### src/rtl/serial_fifo_slave.sv
// ============================================================================
// Module   : serial_fifo_slave
// Brief    : Wishbone slave with RX/TX byte FIFOs bridging the bus to a UART
//            pair. Optional interrupt output under macro SERIAL_FIFO_IRQ_EN.
// Revision : 1.0 - initial release
// ============================================================================
`default_nettype none

module serial_fifo_slave #(
  parameter int RX_DEPTH_LOG2 = 4,
  parameter int TX_DEPTH_LOG2 = 4
) (
  input  logic        clk_bus,
  input  logic        rst_bus_n,
  input  logic [31:0] dat_i,
  output logic [31:0] dat_o,
  input  logic [31:0] adr_i,
  input  logic [3:0]  sel_i,
  input  logic        cyc_i,
  input  logic        stb_i,
  input  logic        we_i,
  output logic        ack_o,
  output logic        err_o,
  output logic        rty_o,
  output logic        stall_o,
  input  logic [7:0]  uart_dat_i,
  input  logic        uart_ready,
  output logic [7:0]  uart_dat_o,
  output logic        uart_start,
  input  logic        uart_busy
`ifdef SERIAL_FIFO_IRQ_EN
  ,
  output logic        irq_o
`endif
);

  localparam int c_rx_depth = 1 << RX_DEPTH_LOG2;
  localparam int c_tx_depth = 1 << TX_DEPTH_LOG2;
  localparam logic [RX_DEPTH_LOG2:0] c_rx_full = (RX_DEPTH_LOG2 + 1)'(c_rx_depth);
  localparam logic [TX_DEPTH_LOG2:0] c_tx_full = (TX_DEPTH_LOG2 + 1)'(c_tx_depth);

  typedef enum logic [1:0] {
    ST_IDLE   = 2'd0,
    ST_LAUNCH = 2'd1,
    ST_DRAIN  = 2'd2
  } state_t;

  logic [7:0]               r_rx_mem [c_rx_depth];
  logic [RX_DEPTH_LOG2-1:0] r_rx_wptr, r_rx_rptr;
  logic [RX_DEPTH_LOG2:0]   r_rx_count;
  logic [7:0]               r_tx_mem [c_tx_depth];
  logic [TX_DEPTH_LOG2-1:0] r_tx_wptr, r_tx_rptr;
  logic [TX_DEPTH_LOG2:0]   r_tx_count;

  logic       r_ovr, r_ack, r_err, r_rty, r_tx_avail;
  logic [3:0] r_timer;
  logic [1:0] r_en;
  state_t     r_state;

  logic        w_req, w_rx_empty, w_rx_full, w_tx_empty, w_tx_full, w_tx_idle;
  logic        w_rx_pop, w_rx_push, w_ovr_set, w_tx_push, w_tx_pop, w_ovr_clr;
  logic [1:0]  w_off;
  logic [31:0] w_status, w_ctrl_rd;
  logic        w_unused;

  assign w_req      = cyc_i & stb_i;
  assign w_off      = adr_i[3:2];
  assign w_rx_empty = (r_rx_count == '0);
  assign w_rx_full  = (r_rx_count == c_rx_full);
  assign w_tx_empty = (r_tx_count == '0);
  assign w_tx_full  = (r_tx_count == c_tx_full);
  assign w_tx_idle  = w_tx_empty & (r_state == ST_IDLE);

  // A pop frees a slot for a same-cycle push, so a full RX FIFO only
  // overruns when no bus read is draining it on that edge.
  assign w_rx_pop  = w_req & ~we_i & (w_off == 2'd0) & ~w_rx_empty;
  assign w_rx_push = uart_ready & (~w_rx_full | w_rx_pop);
  assign w_ovr_set = uart_ready & w_rx_full & ~w_rx_pop;
  assign w_ovr_clr = w_req & we_i & (w_off == 2'd2) & dat_i[3];
  assign w_tx_push = w_req & we_i & (w_off == 2'd0) & ~w_tx_full;
  assign w_tx_pop  = (r_state == ST_IDLE) & r_tx_avail & ~w_tx_empty & ~uart_busy;

  assign w_status = {8'h00, 8'(r_tx_count), 8'(r_rx_count), 4'h0,
                     r_ovr, w_tx_idle, ~w_tx_full, ~w_rx_empty};
`ifdef SERIAL_FIFO_IRQ_EN
  assign w_ctrl_rd = {30'd0, r_en};
`else
  assign w_ctrl_rd = 32'd0;
`endif

  assign ack_o    = r_ack & cyc_i;
  assign err_o    = r_err & cyc_i;
  assign rty_o    = r_rty & cyc_i;
  assign stall_o  = 1'b0;
  assign w_unused = ^{dat_i[31:8], adr_i[31:4], adr_i[1:0], sel_i};

  always_ff @(posedge clk_bus) begin
    if (w_rx_push) r_rx_mem[r_rx_wptr] <= uart_dat_i;
    if (w_tx_push) r_tx_mem[r_tx_wptr] <= dat_i[7:0];
  end

  always_ff @(posedge clk_bus or negedge rst_bus_n) begin
    if (!rst_bus_n) begin
      r_rx_wptr  <= '0;
      r_rx_rptr  <= '0;
      r_rx_count <= '0;
      r_tx_wptr  <= '0;
      r_tx_rptr  <= '0;
      r_tx_count <= '0;
      r_ovr      <= 1'b0;
      r_ack      <= 1'b0;
      r_err      <= 1'b0;
      r_rty      <= 1'b0;
      r_en       <= 2'b00;
      dat_o      <= '0;
    end else begin
      r_ack <= 1'b0;
      r_err <= 1'b0;
      r_rty <= 1'b0;
      if (w_rx_push) r_rx_wptr <= r_rx_wptr + 1'b1;
      if (w_rx_pop)  r_rx_rptr <= r_rx_rptr + 1'b1;
      if (w_rx_push & ~w_rx_pop) r_rx_count <= r_rx_count + 1'b1;
      else if (~w_rx_push & w_rx_pop) r_rx_count <= r_rx_count - 1'b1;
      if (w_tx_push) r_tx_wptr <= r_tx_wptr + 1'b1;
      if (w_tx_pop)  r_tx_rptr <= r_tx_rptr + 1'b1;
      if (w_tx_push & ~w_tx_pop) r_tx_count <= r_tx_count + 1'b1;
      else if (~w_tx_push & w_tx_pop) r_tx_count <= r_tx_count - 1'b1;
      if (w_ovr_set)      r_ovr <= 1'b1;
      else if (w_ovr_clr) r_ovr <= 1'b0;
      if (w_req) begin
        case (w_off)
          2'd0: begin
            if (we_i) begin
              r_ack <= ~w_tx_full;
              r_rty <= w_tx_full;
            end else begin
              r_ack <= 1'b1;
              dat_o <= w_rx_empty ? 32'd0 : {24'd0, r_rx_mem[r_rx_rptr]};
            end
          end
          2'd1: begin
            r_ack <= ~we_i;
            r_err <= we_i;
            if (!we_i) dat_o <= w_status;
          end
          2'd2: begin
            r_ack <= 1'b1;
            if (!we_i) dat_o <= w_ctrl_rd;
`ifdef SERIAL_FIFO_IRQ_EN
            if (we_i) r_en <= dat_i[1:0];
`endif
          end
          default: r_err <= 1'b1;
        endcase
      end
    end
  end

  // r_tx_avail lags the count by one edge, which sets the write-to-start
  // latency at two cycles.
  always_ff @(posedge clk_bus or negedge rst_bus_n) begin
    if (!rst_bus_n) begin
      r_state    <= ST_IDLE;
      r_timer    <= 4'd0;
      r_tx_avail <= 1'b0;
      uart_start <= 1'b0;
      uart_dat_o <= 8'd0;
    end else begin
      uart_start <= 1'b0;
      r_tx_avail <= ~w_tx_empty;
      case (r_state)
        ST_IDLE: begin
          if (w_tx_pop) begin
            uart_dat_o <= r_tx_mem[r_tx_rptr];
            uart_start <= 1'b1;
            r_timer    <= 4'd0;
            r_state    <= ST_LAUNCH;
          end
        end
        ST_LAUNCH: begin
          if (uart_busy)              r_state <= ST_DRAIN;
          else if (r_timer == 4'hF)   r_state <= ST_IDLE;
          else                        r_timer <= r_timer + 4'd1;
        end
        ST_DRAIN: begin
          if (!uart_busy) r_state <= ST_IDLE;
        end
        default: r_state <= ST_IDLE;
      endcase
    end
  end

`ifdef SERIAL_FIFO_IRQ_EN
  logic r_irq;
  always_ff @(posedge clk_bus or negedge rst_bus_n) begin
    if (!rst_bus_n) r_irq <= 1'b0;
    else            r_irq <= (r_en[0] & ~w_rx_empty) | (r_en[1] & w_tx_idle);
  end
  assign irq_o = r_irq;
`endif

endmodule

`default_nettype wire

### config.mk
export PLATFORM = sky130hd
export DESIGN_NAME = serial_fifo_slave
export DESIGN_NICKNAME = d
export VERILOG_FILES = /design/src/rtl/serial_fifo_slave.sv
export SDC_FILE = /design/constraint.sdc
export NUM_CORES = 1
export LEC_CHECK = 0
export ABC_AREA = 0
export BUFFER_PORTS_ARGS = -buffer_cell sky130_fd_sc_hd__buf_2
export CORE_MARGIN = 1.5
export CORE_UTILIZATION = 35
export CTS_CLUSTER_SIZE = 8
export DETAILED_ROUTE_END_ITERATION = 12
export HOLD_SLACK_MARGIN = 0.03
export PLACE_DENSITY = 0.53
export SETUP_SLACK_MARGIN = 0.5
export SYNTH_ARGS = -nofsm -noshare
export SYNTH_HDL_FRONTEND = slang
export SYNTH_SLANG_ARGS = --single-unit
### constraint.sdc
create_clock -name clk_bus -period 8.2 [get_ports clk_bus]
set_input_delay 0.82 -clock clk_bus [delete_from_list [all_inputs] [get_ports clk_bus]]
set_output_delay 0.82 -clock clk_bus [all_outputs]
set_load 0.02 [all_outputs]
==> impl_metrics.py <==
metrics = {
    "route": {
        "num_vias": 6596,
        "viasPerCell": 4.95,
        "finalWirelength_microns": 27300,
        "drc_errors": 0,
        "drt-met1-wl_microns": 12500,
        "wl_met3_microns": 1070,
        "wl_met2_microns": 12900,
        "wire_per_inst_microns": 20.5,
        "ant_nets": 0,
        "dr.pass1.iters": 4,
        "dr.max_layer_used": "met5",
        "drt-initial-drc-count": 369,
    },
    "power_and_ir_drop": {
        "p_sw_uw": 1500,
        "total_power_uw": 5090,
        "leakage_uw": 0.00534,
        "power.internal_uw": 3590,
        "swShare": 0.295,
        "p_per_area_nw_per_um2": 336,
        "p_seq_frac": 0.415,
        "clkPwrFrac": 0.346,
        "pwr-share-comb": 0.239,
        "ir_drop_mv": 0.212,
    },
    "cells_and_area": {
        "layout_common_cells": "edfxtp_1, dfrtp_1, nand2_1, mux4_2, buf_2",
        "seq_area_sq_um": 9290,
        "drive_gt1_frac": 0.209,
        "fillers": 3331,
        "layout.nets": 935,
        "mostFrequentLayoutCell": "edfxtp_1",
        "multi_input_area_sq_um": 3550,
        "antenna_cells": 0,
        "fin_cells": 1333,
        "area_growth_pct": 15.4,
    },
    "floorplanning": {
        "num_io_pins": 128,
        "dieArea_sq_um": 38700,
        "start_util": 0.357,
        "fp.dieW_microns": 197,
        "die_h_microns": 197,
        "core_sq_um": 36800,
        "core.rowCount": 70,
    },
    "synthesis": {
        "synthesis.instances": 754,
        "ys_types": 54,
        "ys_seq_area_frac": 0.707,
        "syn_area_sq_um": 13100,
        "avgSynthCellArea_sq_um": 17.4,
        "synth-async-reset-ratio": 0.200,
        "yosys.area.top_type_share": 0.585,
        "yosysWarnings": 0,
        "synth_top_cell_by_area": "edfxtp_1",
        "synthTopCellsByArea": "edfxtp_1, dfrtp_1, mux4_2",
        "ys_ff_latch": 320,
        "ys.flop_type": "edfxtp_1",
        "synth-edff-count": 256,
    },
    "setup_path": {
        "crit_path_end_kind": "flop",
        "start_kind": "flop",
        "worstPathArrival_ns": 3.92,
        "slowest_delay_ns": 0.43,
        "criticalPathCategory": "reg2reg",
        "slowest_stage": "dfrtp_1",
        "cp.required_ns": 8.68,
        "path_cells": "nor4_1, nand2b_1, and4b_1, inv_2, ha_1, inv_1, ha_1, nor2b_1, o21a_1, or3_1, a21oi_1, xor2_1",
        "critPathMostFrequentCell": "ha_1",
        "crit_fanout": 13,
    },
    "global_route": {
        "antenna_found_initial": 2,
        "grt_max_degree": 65,
        "grt_overflow": 0,
        "grt_pass1_wl_microns": 41800,
        "grt_pass1_vias": 6805,
        "track_usage": 0.146,
    },
    "clocking": {
        "cts.clk_slew.worst_paths_ns": 0.05,
        "hold_buffers": 0,
        "cts_resized": 0,
        "cts_tree": "yes",
        "cts.sinks": 320,
        "cts-htree-levels": 2,
        "cts_made_buffers": 46,
        "cts_root_buf": "clkbuf_16",
        "clockBufferDepth": 3,
        "insertion_delay_ns": 0.57,
        "postCtsSetupRepairBufs": 0,
    },
    "sta": {
        "layout_min_cycle_time_ns": 3.45,
        "hold_violations": 0,
        "fmax_mhz": 290,
        "fin_ws_ns": 4.75,
        "setup_viol": 0,
        "tightest_slew_ns": 1.18,
        "skew_ns": 0.0205,
        "finalMaxSlewViolations": 0,
        "rsz0062_at_grt": "false",
        "relSlewSlack": 0.210,
        "tns_ns": 0,
        "post-route-period-util": 0.420,
    },
    "outcome": {
        "status": "finished, final reports clean",
    },
    "hold_path": {
        "hold_class": "in2async",
    },
    "placement": {
        "portBuffers": 54,
        "pre_cts_ws_ns": 4.49,
        "globalplace.congestion": 0.766,
        "dp_hpwl_microns": 16500,
        "dp_cells": 1247,
    },
    "run": {
        "cap_violations": 0,
    },
}
-- sequential cells by signal (all words and copies together), names as in the netlist --
name / count
r_rx_mem: 128
r_state: 2
r_tx_avail: 1
r_tx_mem: 128
r_tx_wptr: 4
uart_dat_o: 8
r_tx_count: 5
r_rx_rptr: 4
r_tx_rptr: 4
r_rx_wptr: 4
r_ovr: 1
r_rx_count: 5
r_rty: 1
r_ack: 1
dat_o: 18
r_err: 1
r_timer: 4
uart_start: 1
-- layer usage --
metal	global-route usage	vias up
li1	-	3044
met1	0.196	3372
met2	0.232	121
met3	0.0317	55
met4	0.0580	4
met5	0	-
-- worst max-delay path: cells and delay by family, from the launching register on --
kind	cells	cell delay [ns]
AND/OR/NAND/NOR	5	1.39
adder cells (fa/ha/maj)	2	0.61
flip-flops	1	0.43
buffers and inverters	2	0.41
AO/OA/AOI/OAI	2	0.35
XOR/XNOR	1	0.15
-- cell families after synthesis --
| family | Yosys count | synth area share |
|---|---|---|
| compound gates | 77 | 0.0387 |
| fa+ha+maj | 25 | 0.0250 |
| mux | 92 | 0.130 |
| flops | 320 | 0.707 |
| xor+xnor | 23 | 0.0153 |
| buf+inv | 65 | 0.0284 |
| other cells | 1 | 0.000285 |
| simple gates | 151 | 0.0557 |
-- power groups by stage --
stage                     combinational (uW)  sequential [uW]  clock, uW
after global routing                    1350             2140       1870
after CTS                               1250             2120       1800
final                                   1220             2110       1760
after detailed placement                1250             2140          0
after global placement                  1240             2140          0
after floorplan                          941             2120          0
-- Yosys cell counts (12+ instances only) --
cell type,count
a21oi_1,15
and2_1,20
buf_4,18
clkbuf_1,12
dfrtp_1,64
edfxtp_1,256
ha_1,23
inv_1,14
mux2i_1,26
mux4_2,54
nand2_1,60
nor2_1,23
o21ai_0,25
xnor2_1,16
-- layout make-up --
cell class / instances / area share
Sequential cell: 320 / 0.613
Multi-Input combinational cell: 383 / 0.234
Clock buffer: 83 / 0.0871
Tap cell: 468 / 0.0386
Timing Repair Buffer: 60 / 0.0210
Inverter: 16 / 0.00396
Clock inverter: 3 / 0.00256
-- path summary, 6_finish.rpt --
| kind | from | end | slack (ns) | cells past startpoint |
|---|---|---|---|---|
| max | r_tx_count[0]$_DFFE_PN0P_ | r_tx_count[4]$_DFFE_PN0P_ | 4.75 | 12 |
| min | rst_bus_n | dat_o[17]$_DFFE_PN0P_ | 0.40 | 1 |
| max reg2reg | r_tx_count[0]$_DFFE_PN0P_ | r_tx_count[4]$_DFFE_PN0P_ | 4.75 | 12 |
| min reg2reg | dat_o[10]$_DFFE_PN0P_ | dat_o[10]$_DFFE_PN0P_ | 0.48 | 2 |
| max in group asynchronous | rst_bus_n | r_rx_rptr[0]$_DFFE_PN0N_ | 7.18 | 1 |
| min in group clk_bus | dat_o[10]$_DFFE_PN0P_ | dat_o[10]$_DFFE_PN0P_ | 0.48 | 2 |
-- metrics by stage --
stage	utilization	hold WS (ns)	area, sq um
final	0.412	0.399	15200
after global routing	0.412	0.463	15200
after CTS	0.412	0.419	15200
after detailed placement	0.375	0.469	13800
after global placement	0.375	0.464	13800
after floorplan	-	0.449	13200
No activity file was read; power rests on OpenSTA's default activity.
